`config.mk`:
```
export PLATFORM = sky130hd
export DESIGN_NAME = fifo_write_arbiter_flat
export DESIGN_NICKNAME = d
export VERILOG_FILES = /design/src/rtl/fifo_write_arbiter_pkg.sv /design/src/rtl/fifo_write_arbiter_if.sv /design/src/rtl/fifo_write_arbiter_rr_priority_pick.sv /design/src/rtl/fifo_write_arbiter.sv /design/src/flat_wrapper.sv
export SDC_FILE = /design/constraint.sdc
export NUM_CORES = 1
export LEC_CHECK = 0
export BUFFER_PORTS_ARGS = -buffer_cell sky130_fd_sc_hd__buf_2
export CORE_ASPECT_RATIO = 0.6
export CORE_MARGIN = 2
export CORE_UTILIZATION = 51
export CTS_BUF_LIST = sky130_fd_sc_hd__clkbuf_16
export DETAILED_ROUTE_END_ITERATION = 6
export PLACE_DENSITY = 0.84
export SYNTH_ARGS = -nofsm -noshare
export SYNTH_HDL_FRONTEND = slang
export SYNTH_SLANG_ARGS = --single-unit
```
`constraint.sdc`:
```
create_clock -name clk -period 3.2 [get_ports clk]
set_input_delay 0.64 -clock clk [delete_from_list [all_inputs] [get_ports clk]]
set_output_delay 0.64 -clock clk [all_outputs]
set_load 0.01 [all_outputs]
```
`src/rtl/fifo_write_arbiter_pkg.sv`:
```
// Shared definitions for the FIFO write arbiter: FSM state encoding and the
// width helper used to size the round-robin pointer and the beat counter.
package fifo_write_arbiter_pkg;

    typedef enum logic {
        IDLE  = 1'b0,
        BURST = 1'b1
    } arb_state_t;

    // Ceiling log2; returns 0 for an argument of 1.
    function automatic int clog2(input int value);
        int result;
        int remaining;
        result    = 0;
        remaining = value - 1;
        while (remaining > 0) begin
            result    = result + 1;
            remaining = remaining >> 1;
        end
        return result;
    endfunction

endpackage

```
`src/rtl/fifo_write_arbiter_if.sv`:
```
// Source-side and FIFO-side write bus shared by the arbiter and its environment.
// The master modport is the environment: the sources plus the FIFO full flag.
interface fifo_write_arbiter_if #(
    parameter int NREQ = 4,
    parameter int dw   = 8
);

    logic [NREQ-1:0]    req_valid;
    logic [NREQ*dw-1:0] req_data;
    logic [NREQ-1:0]    req_last;
    logic [NREQ-1:0]    req_ready;
    logic [dw-1:0]      fifo_din;
    logic               fifo_we;
    logic               fifo_full;

    modport master (
        output req_valid,
        output req_data,
        output req_last,
        output fifo_full,
        input  req_ready,
        input  fifo_din,
        input  fifo_we
    );

    modport slave (
        input  req_valid,
        input  req_data,
        input  req_last,
        input  fifo_full,
        output req_ready,
        output fifo_din,
        output fifo_we
    );

endinterface

```
`src/rtl/fifo_write_arbiter_rr_priority_pick.sv`:
```
// Combinational round-robin pick: rotate the requests so ptr sits at bit 0,
// keep the lowest set bit, and rotate the one-hot result back into place.
module rr_priority_pick
    import fifo_write_arbiter_pkg::*;
#(
    parameter int NREQ  = 4,
    parameter int PTR_W = clog2(NREQ)
) (
    input  logic [NREQ-1:0]  req,
    input  logic [PTR_W-1:0] ptr,
    output logic [NREQ-1:0]  winner
);

    logic [NREQ-1:0]  rotated;
    logic [NREQ-1:0]  lowest;
    logic             found;
    logic [PTR_W-1:0] idx;

    always_comb begin
        rotated = '0;
        lowest  = '0;
        winner  = '0;
        found   = 1'b0;
        idx     = '0;
        for (int j = 0; j < NREQ; j++) begin
            idx        = PTR_W'((j + int'(ptr)) % NREQ);
            rotated[j] = req[idx];
        end
        for (int j = 0; j < NREQ; j++) begin
            if (rotated[j] && !found) begin
                lowest[j] = 1'b1;
                found     = 1'b1;
            end
        end
        for (int j = 0; j < NREQ; j++) begin
            idx         = PTR_W'((j + int'(ptr)) % NREQ);
            winner[idx] = lowest[j];
        end
    end

endmodule

```
`src/rtl/fifo_write_arbiter.sv`:
```
// Burst-granular round-robin arbiter sharing one FIFO write port among NREQ
// valid/ready sources; a grant lasts until the owner's last beat or MAXBURST beats.
module fifo_write_arbiter
    import fifo_write_arbiter_pkg::*;
#(
    parameter int NREQ     = 4,
    parameter int dw       = 8,
    parameter int MAXBURST = 8
) (
    input  logic                 clk,
    input  logic                 rst_n,
    fifo_write_arbiter_if.slave  bus,
    output logic [NREQ-1:0]      grant,
    output logic                 busy,
    output logic [15:0]          trunc_count
);

    localparam int PTR_W = clog2(NREQ);
    localparam int CNT_W = clog2(MAXBURST) + 1;
    localparam logic [CNT_W-1:0] LAST_BEAT = CNT_W'(MAXBURST - 1);
    localparam logic [PTR_W-1:0] LAST_IDX  = PTR_W'(NREQ - 1);

    arb_state_t       state_q;
    arb_state_t       state_d;
    logic [NREQ-1:0]  grant_q;
    logic [NREQ-1:0]  winner;
    logic [PTR_W-1:0] rr_ptr_q;
    logic [PTR_W-1:0] owner_idx;
    logic [PTR_W-1:0] next_ptr;
    logic [CNT_W-1:0] beat_cnt_q;
    logic [15:0]      trunc_q;
    logic             owner_last;
    logic             at_max;
    logic             burst_end;
    logic             truncate;

    rr_priority_pick #(
        .NREQ  (NREQ),
        .PTR_W (PTR_W)
    ) u_pick (
        .req    (bus.req_valid),
        .ptr    (rr_ptr_q),
        .winner (winner)
    );

    // Owner mux: everything the FIFO and sources see is gated by the registered state,
    // so an asynchronous reset silences writes and ready immediately.
    always_comb begin
        bus.req_ready = '0;
        bus.fifo_we   = 1'b0;
        bus.fifo_din  = '0;
        owner_last    = 1'b0;
        owner_idx     = '0;
        if (state_q == BURST) begin
            for (int i = 0; i < NREQ; i++) begin
                if (grant_q[i]) begin
                    owner_idx        = PTR_W'(i);
                    bus.req_ready[i] = !bus.fifo_full;
                    bus.fifo_we      = bus.req_valid[i] & !bus.fifo_full;
                    bus.fifo_din     = bus.req_data[i*dw +: dw];
                    owner_last       = bus.req_last[i];
                end
            end
        end
    end

    assign at_max    = (beat_cnt_q == LAST_BEAT);
    assign burst_end = bus.fifo_we & (owner_last | at_max);
    assign truncate  = bus.fifo_we & at_max & !owner_last;
    assign next_ptr  = (owner_idx == LAST_IDX) ? '0 : owner_idx + PTR_W'(1);

    always_comb begin
        state_d = state_q;
        case (state_q)
            IDLE:    if (|bus.req_valid) state_d = BURST;
            BURST:   if (burst_end)      state_d = IDLE;
            default: state_d = IDLE;
        endcase
    end

    always_ff @(posedge clk or negedge rst_n) begin
        if (!rst_n) begin
            state_q <= IDLE;
        end else begin
            state_q <= state_d;
        end
    end

    // Grant, pointer and counters; a stalled or empty cycle leaves the beat count alone.
    always_ff @(posedge clk or negedge rst_n) begin
        if (!rst_n) begin
            grant_q    <= '0;
            rr_ptr_q   <= '0;
            beat_cnt_q <= '0;
            trunc_q    <= '0;
        end else if (state_q == IDLE) begin
            if (|bus.req_valid) begin
                grant_q    <= winner;
                beat_cnt_q <= '0;
            end
        end else if (burst_end) begin
            grant_q    <= '0;
            rr_ptr_q   <= next_ptr;
            beat_cnt_q <= '0;
            if (truncate && (trunc_q != 16'hFFFF)) begin
                trunc_q <= trunc_q + 16'd1;
            end
        end else if (bus.fifo_we) begin
            beat_cnt_q <= beat_cnt_q + CNT_W'(1);
        end
    end

    assign grant       = grant_q;
    assign busy        = (state_q == BURST);
    assign trunc_count = trunc_q;

endmodule

```
`src/flat_wrapper.sv`:
```
// flat-port wrapper written by rule: the top's interface ports become plain ports
module fifo_write_arbiter_flat import fifo_write_arbiter_pkg::*;
#(
    parameter int NREQ     = 4,
    parameter int dw       = 8,
    parameter int MAXBURST = 8
)
  (clk, rst_n, grant, busy, trunc_count, bus_req_valid, bus_req_data, bus_req_last, bus_fifo_full, bus_req_ready, bus_fifo_din, bus_fifo_we);
  fifo_write_arbiter_if #(.NREQ(NREQ), .dw(dw)) bus_i ();
  input  logic clk;
  input  logic rst_n;
  output logic [NREQ-1:0] grant;
  output logic busy;
  output logic [15:0] trunc_count;
  input wire logic [$bits(bus_i.req_valid)-1:0] bus_req_valid;
  input wire logic [$bits(bus_i.req_data)-1:0] bus_req_data;
  input wire logic [$bits(bus_i.req_last)-1:0] bus_req_last;
  input wire logic [$bits(bus_i.fifo_full)-1:0] bus_fifo_full;
  output wire logic [$bits(bus_i.req_ready)-1:0] bus_req_ready;
  output wire logic [$bits(bus_i.fifo_din)-1:0] bus_fifo_din;
  output wire logic [$bits(bus_i.fifo_we)-1:0] bus_fifo_we;
  assign bus_i.req_valid = bus_req_valid;
  assign bus_i.req_data = bus_req_data;
  assign bus_i.req_last = bus_req_last;
  assign bus_i.fifo_full = bus_fifo_full;
  assign bus_req_ready = bus_i.req_ready;
  assign bus_fifo_din = bus_i.fifo_din;
  assign bus_fifo_we = bus_i.fifo_we;
  fifo_write_arbiter #(.NREQ(NREQ), .dw(dw), .MAXBURST(MAXBURST)) u_core (.clk(clk), .rst_n(rst_n), .bus(bus_i), .grant(grant), .busy(busy), .trunc_count(trunc_count));
endmodule
```
==> results of run 1 <==
power groups by stage:
stage	Sequential (uW)	Combinational [uW]	Clock [uW]
2_1_floorplan	490	930	0
3_3_place_gp	552	1170	0
3_5_place_dp	560	1200	0
4_1_cts	555	1210	289
5_1_grt	578	1360	303
6_report	561	1230	284
registers in the layout, summed over array words and instances, names as in the netlist:
signal	cells
u_core.trunc_count	16
u_core.beat_cnt_q	4
u_core.grant	4
u_core.rr_ptr_q	2
u_core.busy	1
Yosys cell counts, types with 3 or more instances:
cell type,n
a311o_1,3
nand2b_1,3
nand2_1,10
a2111oi_0,3
nor2b_1,4
o21ai_0,7
inv_1,6
and2_1,7
and3_1,8
nand4_1,4
a32o_1,3
buf_2,10
o211ai_1,4
ha_1,8
clkbuf_1,5
mux2i_1,3
nor4b_1,3
a221oi_1,8
nor2_1,23
nand3_1,11
nor4_2,8
nand3b_1,3
nor4_1,5
xor2_1,13
a21oi_1,9
dfrtp_1,27
mux2_2,6
nor3_1,14
cell type report:
type | instances | area [sq um]
repair buffers | 81 | 418
flip-flops and latches | 27 | 676
clock inverters | 1 | 3.75
clock buffers | 3 | 75.1
well taps | 60 | 75.1
fillers | 382 | 1450
multi-input cells | 196 | 1420
inverters | 7 | 26.3
cell families (layout without fill, tap and decap cells):
group	Yosys count	after routing	synth area share [%]
and+or+nand+nor	113	113	30.5
AOI/OAI and AO/OA	51	51	18.2
DFF	27	27	30.5
buffers and inverters	24	92	5.32
xor gates and xnor gates	14	14	5.54
muxes	10	10	5.43
adders and majority gates	8	8	4.53
layer usage:
layer	GRT usage [%]	share of wire, %	routed length [microns]
met3	7.42	11	710
met2	43.2	44	2750
met4	4.23	0.74	46
met5	0	0	0
met1	33.9	44	2740
path summary, 6_finish.rpt:
kind / cells after the start / startpoint / to / slack [ns]
worst max-delay path: 5 / u_core.grant[2] / bus_fifo_we / 0.39
worst min-delay path: 1 / rst_n / u_core.trunc_count[9] / 0.38
worst max register to register: 6 / u_core.grant[1] / u_core.trunc_count[1] / 0.65
worst min register to register: 1 / u_core.trunc_count[10] / u_core.trunc_count[10] / 0.48
max in group asynchronous: 1 / rst_n / u_core.grant[3] / 2.41
min in group clk: 1 / u_core.trunc_count[10] / u_core.trunc_count[10] / 0.48
per-stage QoR:
| step | cell area, sq um | total power (uW) | hold WS (ns) | setup slack [ns] |
|---|---|---|---|---|
| 6_report | 2690 | 2070 | 0.378 | 0.391 |
| 5_1_grt | 2690 | 2240 | 0.437 | 0.220 |
| 4_1_cts | 2690 | 2050 | 0.405 | 0.443 |
| 3_5_place_dp | 2610 | 1760 | 0.467 | 0.687 |
| 3_3_place_gp | 2610 | 1720 | 0.467 | 0.812 |
| 2_1_floorplan | 2210 | 1420 | 0.344 | 0.931 |
==> impl_metrics.json, run 1 <==
{
  "crit_chain": "inv_1 -> o311a_1 -> nand2_1 -> inv_1 -> buf_2",
  "htreeDepth": 1,
  "p_sw_uw": 987,
  "power.share.switching_pct": 47.6,
  "crit_type": "reg -> out",
  "hold_viol": 0,
  "min_period_ns": 2.81,
  "critPathLaunchType": "register",
  "grt_pass1_vias": 1985,
  "power_leakage_uw": 0.00135,
  "seq_area_frac_synth_pct": 30.5,
  "clk_latency_ns": 0.26,
  "areaGrowthSynthToFinish_pct": 21.7,
  "tns_ns": 0,
  "rsz0062_at_grt": "false",
  "yosysTopAreaCell": "dfrtp_1",
  "status": "complete, no violations",
  "antenna_found_initial": 0,
  "cts_sinks": 27,
  "portBuffers": 76,
  "period_share_pct": 87.8,
  "internal-power_uw": 1080,
  "synth.avg_cell_area_sq_um": 8.96,
  "synthTopCellsByArea": "dfrtp_1 31%, xor2_1 5.1%, ha_1 4.5%, nor4_2 4.5%, nor2_1 3.9%",
  "ys_types": 52,
  "cp_common_cell": "inv_1",
  "drt_iter0_markers": 136,
  "final_net_count": 367,
  "syn_area_sq_um": 2210,
  "yosys.area.top_type_share_pct": 30.5,
  "layout_common_cells": "76 x buf_2, 27 x dfrtp_1, 23 x nor2_1, 14 x nor3_1, 13 x xor2_1",
  "postCtsSetupBuffers": 0,
  "max-vdd-ir-drop_uv": 368,
  "yosys_most_used_dff": "dfrtp_1",
  "async_flop_share_pct": 100,
  "cp-end-kind": "output port",
  "mostFrequentLayoutCell": "buf_2",
  "ys_warn_count": 0,
  "cp.buffers_inverters": 3,
  "max_freq_ghz": 0.356,
  "start_util_pct": 53.4,
  "numCtsBuffers": 3,
  "wirelength_microns": 6250,
  "utilization_pct": 65.0,
  "p_per_area_nw_per_um2": 769,
  "clockBufferDepth": 2,
  "diodes": 0,
  "postCtsHoldBufs": 0,
  "crit_family": "flip-flops",
  "cts_tree": "done",
  "fin_cells": 375,
  "detailroute.via_count": 2284,
  "first_pass_iters": 4,
  "drive_gt1_share_pct": 33.3,
  "io_pins": 77,
  "cpMaxStageDelayCell": "dfrtp_1",
  "synth_seq_cells": 27,
  "placed_cells": 371,
  "synth-edff-count": 0,
  "viasPerCell": 6.09,
  "rows": 18,
  "die-area_sq_um": 4900,
  "place.gp.congestion": 1.06,
  "synthesis.instances": 247,
  "setup_viol": 0,
  "syn-num-nets": 298,
  "dp_hpwl_microns": 4640,
  "grt_overflow": 0,
  "path_clk_slew_ns": 0.07,
  "postRouteAntennaNets": 0,
  "grt_pass1_wl_microns": 9560,
  "relSlewSlack_pct": 50.3,
  "root_buffer": "clkbuf_16",
  "slowest_delay_ns": 0.68,
  "finalClockSkew_ns": 0.00738,
  "core_area_sq_um": 4140,
  "drv_cap": 0,
  "ctsResizeCount": 0,
  "grtUsageTotal_pct": 25.6,
  "combPwrFrac_pct": 59.2,
  "grt_start_max_net_pins": 28,
  "drc": 0,
  "pwr-share-seq_pct": 27.1,
  "die_y_microns": 55.0,
  "cp_max_fo": 15,
  "drv_slew": 0,
  "power_frac_clock_pct": 13.7,
  "cp_data_arrival_time_ns": 2.17,
  "wire_per_inst_microns": 16.7,
  "tightest_slew_ns": 0.745,
  "cp.required_ns": 2.56,
  "worstHoldPathType": "in -> async",
  "die_x_microns": 89.0
}
(Power assumes the default switching activity.)
==> inputs of run 2 (changes only) <==
--- a/config.mk
+++ b/config.mk
@@ -5,7 +5,7 @@
 export SDC_FILE = /design/constraint.sdc
 export NUM_CORES = 1
 export LEC_CHECK = 0
-export BUFFER_PORTS_ARGS = -buffer_cell sky130_fd_sc_hd__buf_2
+export BUFFER_PORTS_ARGS = -buffer_cell sky130_fd_sc_hd__buf_4
 export CORE_ASPECT_RATIO = 0.6
 export CORE_MARGIN = 2
 export CORE_UTILIZATION = 51
==> run 2 against run 1 <==
Compared with the run above: design area up 7.1%; sequential cell count unchanged; sequential share of layout area down 1.7 points; wire length is 1.4% higher; critical path type unchanged; critical endpoint unchanged; largest power group unchanged.
==> impl_metrics.json, run 2 (synthesized netlist as in run 1, its figures left out) <==
{
  "start_util_pct": 53.4,
  "min_period_ns": 2.78,
  "p_per_area_nw_per_um2": 747,
  "wl_met3_microns": 624,
  "power_leakage_uw": 0.00139,
  "multi_input_area_sq_um": 1420,
  "max-vdd-ir-drop_uv": 495,
  "crit_family": "flip-flops",
  "fin_cells": 375,
  "die_x_microns": 89.0,
  "reg2reg_to": "u_core.trunc_count[14]",
  "ff2ff_setup_slack_ns": 0.70,
  "crit_type": "reg -> out",
  "die_y_microns": 55.0,
  "critPathLaunchType": "register",
  "antenna_found_initial": 0,
  "mostFrequentLayoutCell": "buf_4",
  "postRouteAntennaNets": 0,
  "diodes": 0,
  "place_ws_ns": 0.749,
  "drv_slew": 0,
  "final_area_sq_um": 2880,
  "postCtsSetupBuffers": 0,
  "r2r_start": "u_core.grant[1]",
  "p_sw_uw": 983,
  "dp_hpwl_microns": 4770,
  "die-area_sq_um": 4900,
  "placed_cell_area_sq_um": 2800,
  "internal-power_uw": 1170,
  "cp.buffers_inverters": 3,
  "relSlewSlack_pct": 49.1,
  "cp.required_ns": 2.56,
  "power_frac_clock_pct": 13.0,
  "crit_chain": "inv_1 -> o311a_1 -> nand2_1 -> inv_1 -> buf_4",
  "combPwrFrac_pct": 61.0,
  "tightest_slew_ns": 0.764,
  "setup_viol": 0,
  "fill_cells": 349,
  "grt_start_max_net_pins": 28,
  "root_buffer": "clkbuf_16",
  "path_clk_slew_ns": 0.07,
  "worst_slack_ns": 0.417,
  "cp_common_cell": "inv_1",
  "grt_pass1_vias": 2005,
  "drive_gt1_share_pct": 33.3,
  "drv_cap": 0,
  "worstHoldPathType": "in -> async",
  "io_pins": 77,
  "ctsResizeCount": 0,
  "areaGrowthSynthToFinish_pct": 30.3,
  "period_share_pct": 87.0,
  "cp_max_fo": 15,
  "tns_ns": 0,
  "grt_overflow": 0,
  "highest_layer": "met4",
  "htreeDepth": 1,
  "placed_cells": 371,
  "portBuffers": 76,
  "final_net_count": 367,
  "hold_viol": 0,
  "reg2reg_depth": 6,
  "cts_tree": "done",
  "wire_per_inst_microns": 16.9,
  "cpMaxStageDelayCell": "dfrtp_1",
  "first_pass_iters": 4,
  "wl_met2_microns": 2730,
  "regArea_sq_um": 676,
  "postCtsHoldBufs": 0,
  "rsz0062_at_grt": "false",
  "numCtsBuffers": 3,
  "slowest_delay_ns": 0.64,
  "drc": 0,
  "rows": 18,
  "max_freq_ghz": 0.359,
  "core_area_sq_um": 4140,
  "clk_latency_ns": 0.26,
  "cp-end-kind": "output port",
  "clockBufferDepth": 2,
  "status": "complete, no violations",
  "drt_iter0_markers": 195,
  "viasPerCell": 6.04,
  "place.gp.congestion": 0.967,
  "wirelength_microns": 6340,
  "pwr-share-seq_pct": 26.0,
  "largest_reg_flops": 16,
  "grtUsageTotal_pct": 26.2,
  "cts_sinks": 27,
  "power.share.switching_pct": 45.6,
  "utilization_pct": 69.6,
  "layout_common_cells": "81 x buf_4, 27 x dfrtp_1, 23 x nor2_1, 14 x nor3_1, 13 x xor2_1",
  "finalClockSkew_ns": 0.00641,
  "cp_data_arrival_time_ns": 2.14,
  "detailroute.via_count": 2266,
  "grt_pass1_wl_microns": 9810,
  "drt-met1-wl_microns": 2960
}
run 2: cell count changes in the layout (fill, tap and decap cells not counted):
cell,change
buf_2,-76
buf_4,+76
run 2: power groups by stage:
stage / Combinational, uW / Sequential [uW] / Clock, uW
floorplan: 930 / 490 / 0
global placement: 1270 / 554 / 0
detailed placement: 1300 / 560 / 0
CTS: 1300 / 555 / 285
global route: 1450 / 572 / 296
finish: 1310 / 560 / 281
run 2: layer usage:
metal	vias to the layer above	track usage, %
met2	111	41.9
li1	1077	-
met1	1076	37.1
met4	0	3.48
met3	2	6.68
met5	-	0
run 2: final cells by class:
cell class              count  share of cell area (%)
multi-input cells         196                    49.2
flip-flops and latches     27                    23.4
repair buffers             81                    21.1
clock buffers               3                    2.60
well taps                  60                    2.60
inverters                   7                   0.911
clock inverters             1                   0.130
run 2: worst reg2reg max path, delay by kind of cell (launching register included):
| kind | cells | cell delay, ns |
|---|---|---|
| compound gates | 2 | 0.50 |
| flops | 1 | 0.65 |
| mux | 1 | 0.38 |
| simple gates | 2 | 0.64 |
| buf+inv | 1 | 0.22 |
run 2: stage by stage:
step                hold slack, ns  total power [uW]
floorplan                    0.344              1420
global placement             0.474              1830
detailed placement           0.479              1860
CTS                          0.298              2140
global route                 0.322              2310
finish                       0.284              2150
run 2: worst max-delay path by stage:
stage                     slack [ns]  depth (start not counted)                    end          startpoint
after global routing            0.29                          6        bus_fifo_din[2]     u_core.grant[1]
after global placement          0.82                          6  u_core.trunc_count[1]     u_core.grant[1]
final                           0.42                          5            bus_fifo_we     u_core.grant[2]
after CTS                       0.46                          5            bus_fifo_we     u_core.grant[2]
after detailed placement        0.75                          6  u_core.trunc_count[1]     u_core.grant[1]
after floorplan                 0.93                          8        u_core.grant[3]  u_core.rr_ptr_q[1]
==> inputs of run 3 (changes only) <==
--- a/config.mk
+++ b/config.mk
@@ -11,6 +11,7 @@
 export CORE_UTILIZATION = 51
 export CTS_BUF_LIST = sky130_fd_sc_hd__clkbuf_16
 export DETAILED_ROUTE_END_ITERATION = 6
+export MAX_ROUTING_LAYER = met4
 export PLACE_DENSITY = 0.84
 export SYNTH_ARGS = -nofsm -noshare
 export SYNTH_HDL_FRONTEND = slang
==> run 3 against run 2 <==
Compared with the run above: combinational power is essentially flat; register-to-register slack lost 0.04 ns; clock skew shrank 0.0023 ns; largest cell class unchanged.
==> impl_metrics.json, run 3 (synthesized netlist as in run 1, its figures left out) <==
{
  "power_frac_clock_pct": 13.1,
  "diodes": 0,
  "fill_cells": 356,
  "wirelength_microns": 6290,
  "place.gp.congestion": 1.04,
  "drv_cap": 0,
  "critPathLaunchType": "register",
  "largest_reg_flops": 16,
  "power.share.switching_pct": 45.6,
  "cp_common_cell": "inv_1",
  "combPwrFrac_pct": 61.0,
  "tns_ns": 0,
  "postRouteAntennaNets": 0,
  "r2r_start": "u_core.rr_ptr_q[1]",
  "ff2ff_setup_slack_ns": 0.66,
  "start_util_pct": 53.4,
  "hold_viol": 0,
  "grt_pass1_wl_microns": 9670,
  "reg2reg_depth": 7,
  "period_share_pct": 87.0,
  "p_per_area_nw_per_um2": 748,
  "grt_overflow": 0,
  "cp-endpoint": "bus_fifo_we",
  "detailroute.via_count": 2269,
  "die-area_sq_um": 4900,
  "grt_start_max_net_pins": 28,
  "numCtsBuffers": 3,
  "setup_viol": 0,
  "rsz0062_at_grt": "false",
  "portBuffers": 76,
  "grtUsageTotal_pct": 26.8,
  "cp_data_arrival_time_ns": 2.14,
  "clk_latency_ns": 0.26,
  "cts_tree": "done",
  "areaGrowthSynthToFinish_pct": 30.4,
  "dp_hpwl_microns": 4710,
  "clockBufferDepth": 2,
  "regArea_sq_um": 676,
  "crit_chain": "inv_1 -> o311a_1 -> nand2_1 -> inv_1 -> buf_4",
  "postCtsHoldBufs": 0,
  "viasPerCell": 6.05,
  "root_buffer": "clkbuf_16",
  "tightest_slew_ns": 0.740,
  "io_pins": 77,
  "status": "complete, no violations",
  "worstHoldPathType": "in -> async",
  "reg2reg_to": "u_core.grant[3]",
  "ctsResizeCount": 0,
  "postCtsSetupBuffers": 0,
  "relSlewSlack_pct": 50.7,
  "antenna_found_initial": 0,
  "pwr-share-seq_pct": 25.9,
  "cp.required_ns": 2.56,
  "grt_pass1_vias": 2008,
  "die_y_microns": 55.0,
  "drive_gt1_share_pct": 33.7,
  "max-vdd-ir-drop_uv": 522,
  "cp_max_fo": 15,
  "grt_util_met1_pct": 35.2,
  "cts_sinks": 27,
  "cp-startpoint": "u_core.grant[2]",
  "p_sw_uw": 984,
  "placed_cell_area_sq_um": 2800,
  "gr-usage-met2_pct": 42.4,
  "final_area_sq_um": 2880,
  "path_clk_slew_ns": 0.07,
  "power_leakage_uw": 0.00139,
  "drc": 0,
  "core_area_sq_um": 4140,
  "slowest_delay_ns": 0.66,
  "min_period_ns": 2.78,
  "final_net_count": 367,
  "max_freq_ghz": 0.359,
  "internal-power_uw": 1170,
  "htreeDepth": 1,
  "cp-end-kind": "output port",
  "wire_per_inst_microns": 16.8,
  "layout_common_cells": "81 x buf_4, 27 x dfrtp_1, 23 x nor2_1, 14 x nor3_1, 13 x xor2_1",
  "multi_input_area_sq_um": 1420,
  "top_usage_layer": "met2",
  "rows": 18,
  "cpMaxStageDelayCell": "dfrtp_1",
  "drv_slew": 0,
  "finalClockSkew_ns": 0.00416,
  "first_pass_iters": 4,
  "crit_type": "reg -> out",
  "die_x_microns": 89.0,
  "mostFrequentLayoutCell": "buf_4",
  "drt_iter0_markers": 160,
  "grt_use_met3_pct": 7.42
}
==> run 3: worst min path at each step <==
stage | to | slack (ns) | cells after the start
3_5_place_dp | u_core.trunc_count[4] | 0.48 | 1
4_1_cts | u_core.trunc_count[9] | 0.29 | 1
3_3_place_gp | u_core.trunc_count[10] | 0.47 | 1
2_1_floorplan | u_core.beat_cnt_q[0] | 0.34 | 0
6_report | u_core.trunc_count[11] | 0.28 | 1
5_1_grt | u_core.trunc_count[11] | 0.31 | 1
==> run 3: stage by stage <==
stage	total power, uW	hold WS, ns	instances	setup WS, ns	utilization (%)
6_report	2160	0.282	375	0.418	69.6
5_1_grt	2320	0.308	375	0.260	69.6
4_1_cts	2140	0.295	375	0.464	69.6
3_5_place_dp	1850	0.479	371	0.740	67.7
3_3_place_gp	1830	0.474	371	0.795	67.7
2_1_floorplan	1420	0.344	247	0.931	-
==> run 3: layout make-up <==
class,instances,area share [%]
well taps,60,2.60
multi-input cells,196,49.2
repair buffers,81,21.1
flip-flops and latches,27,23.4
clock buffers,3,2.60
clock inverters,1,0.174
inverters,7,0.911
==> run 3: layer usage <==
metal	wire length (microns)	vias to the layer above
li1	-	1071
met1	2810	1078
met2	2750	118
met3	716	2
met4	16	0
met5	0	-
==> run 3: worst max-delay path, delay by kind of cell, from the launching register on <==
family	cells	cell delay [ns]
and+or+nand+nor	1	0.15
DFF	1	0.66
AOI/OAI and AO/OA	1	0.45
buffers and inverters	3	0.62
==> run 3: power by group through the flow <==
stage	registers, uW	clock network [uW]	logic [uW]
after floorplan	490	0	930
after global placement	554	0	1270
after detailed placement	559	0	1290
after CTS	553	291	1300
after global routing	577	301	1440
final	560	283	1310
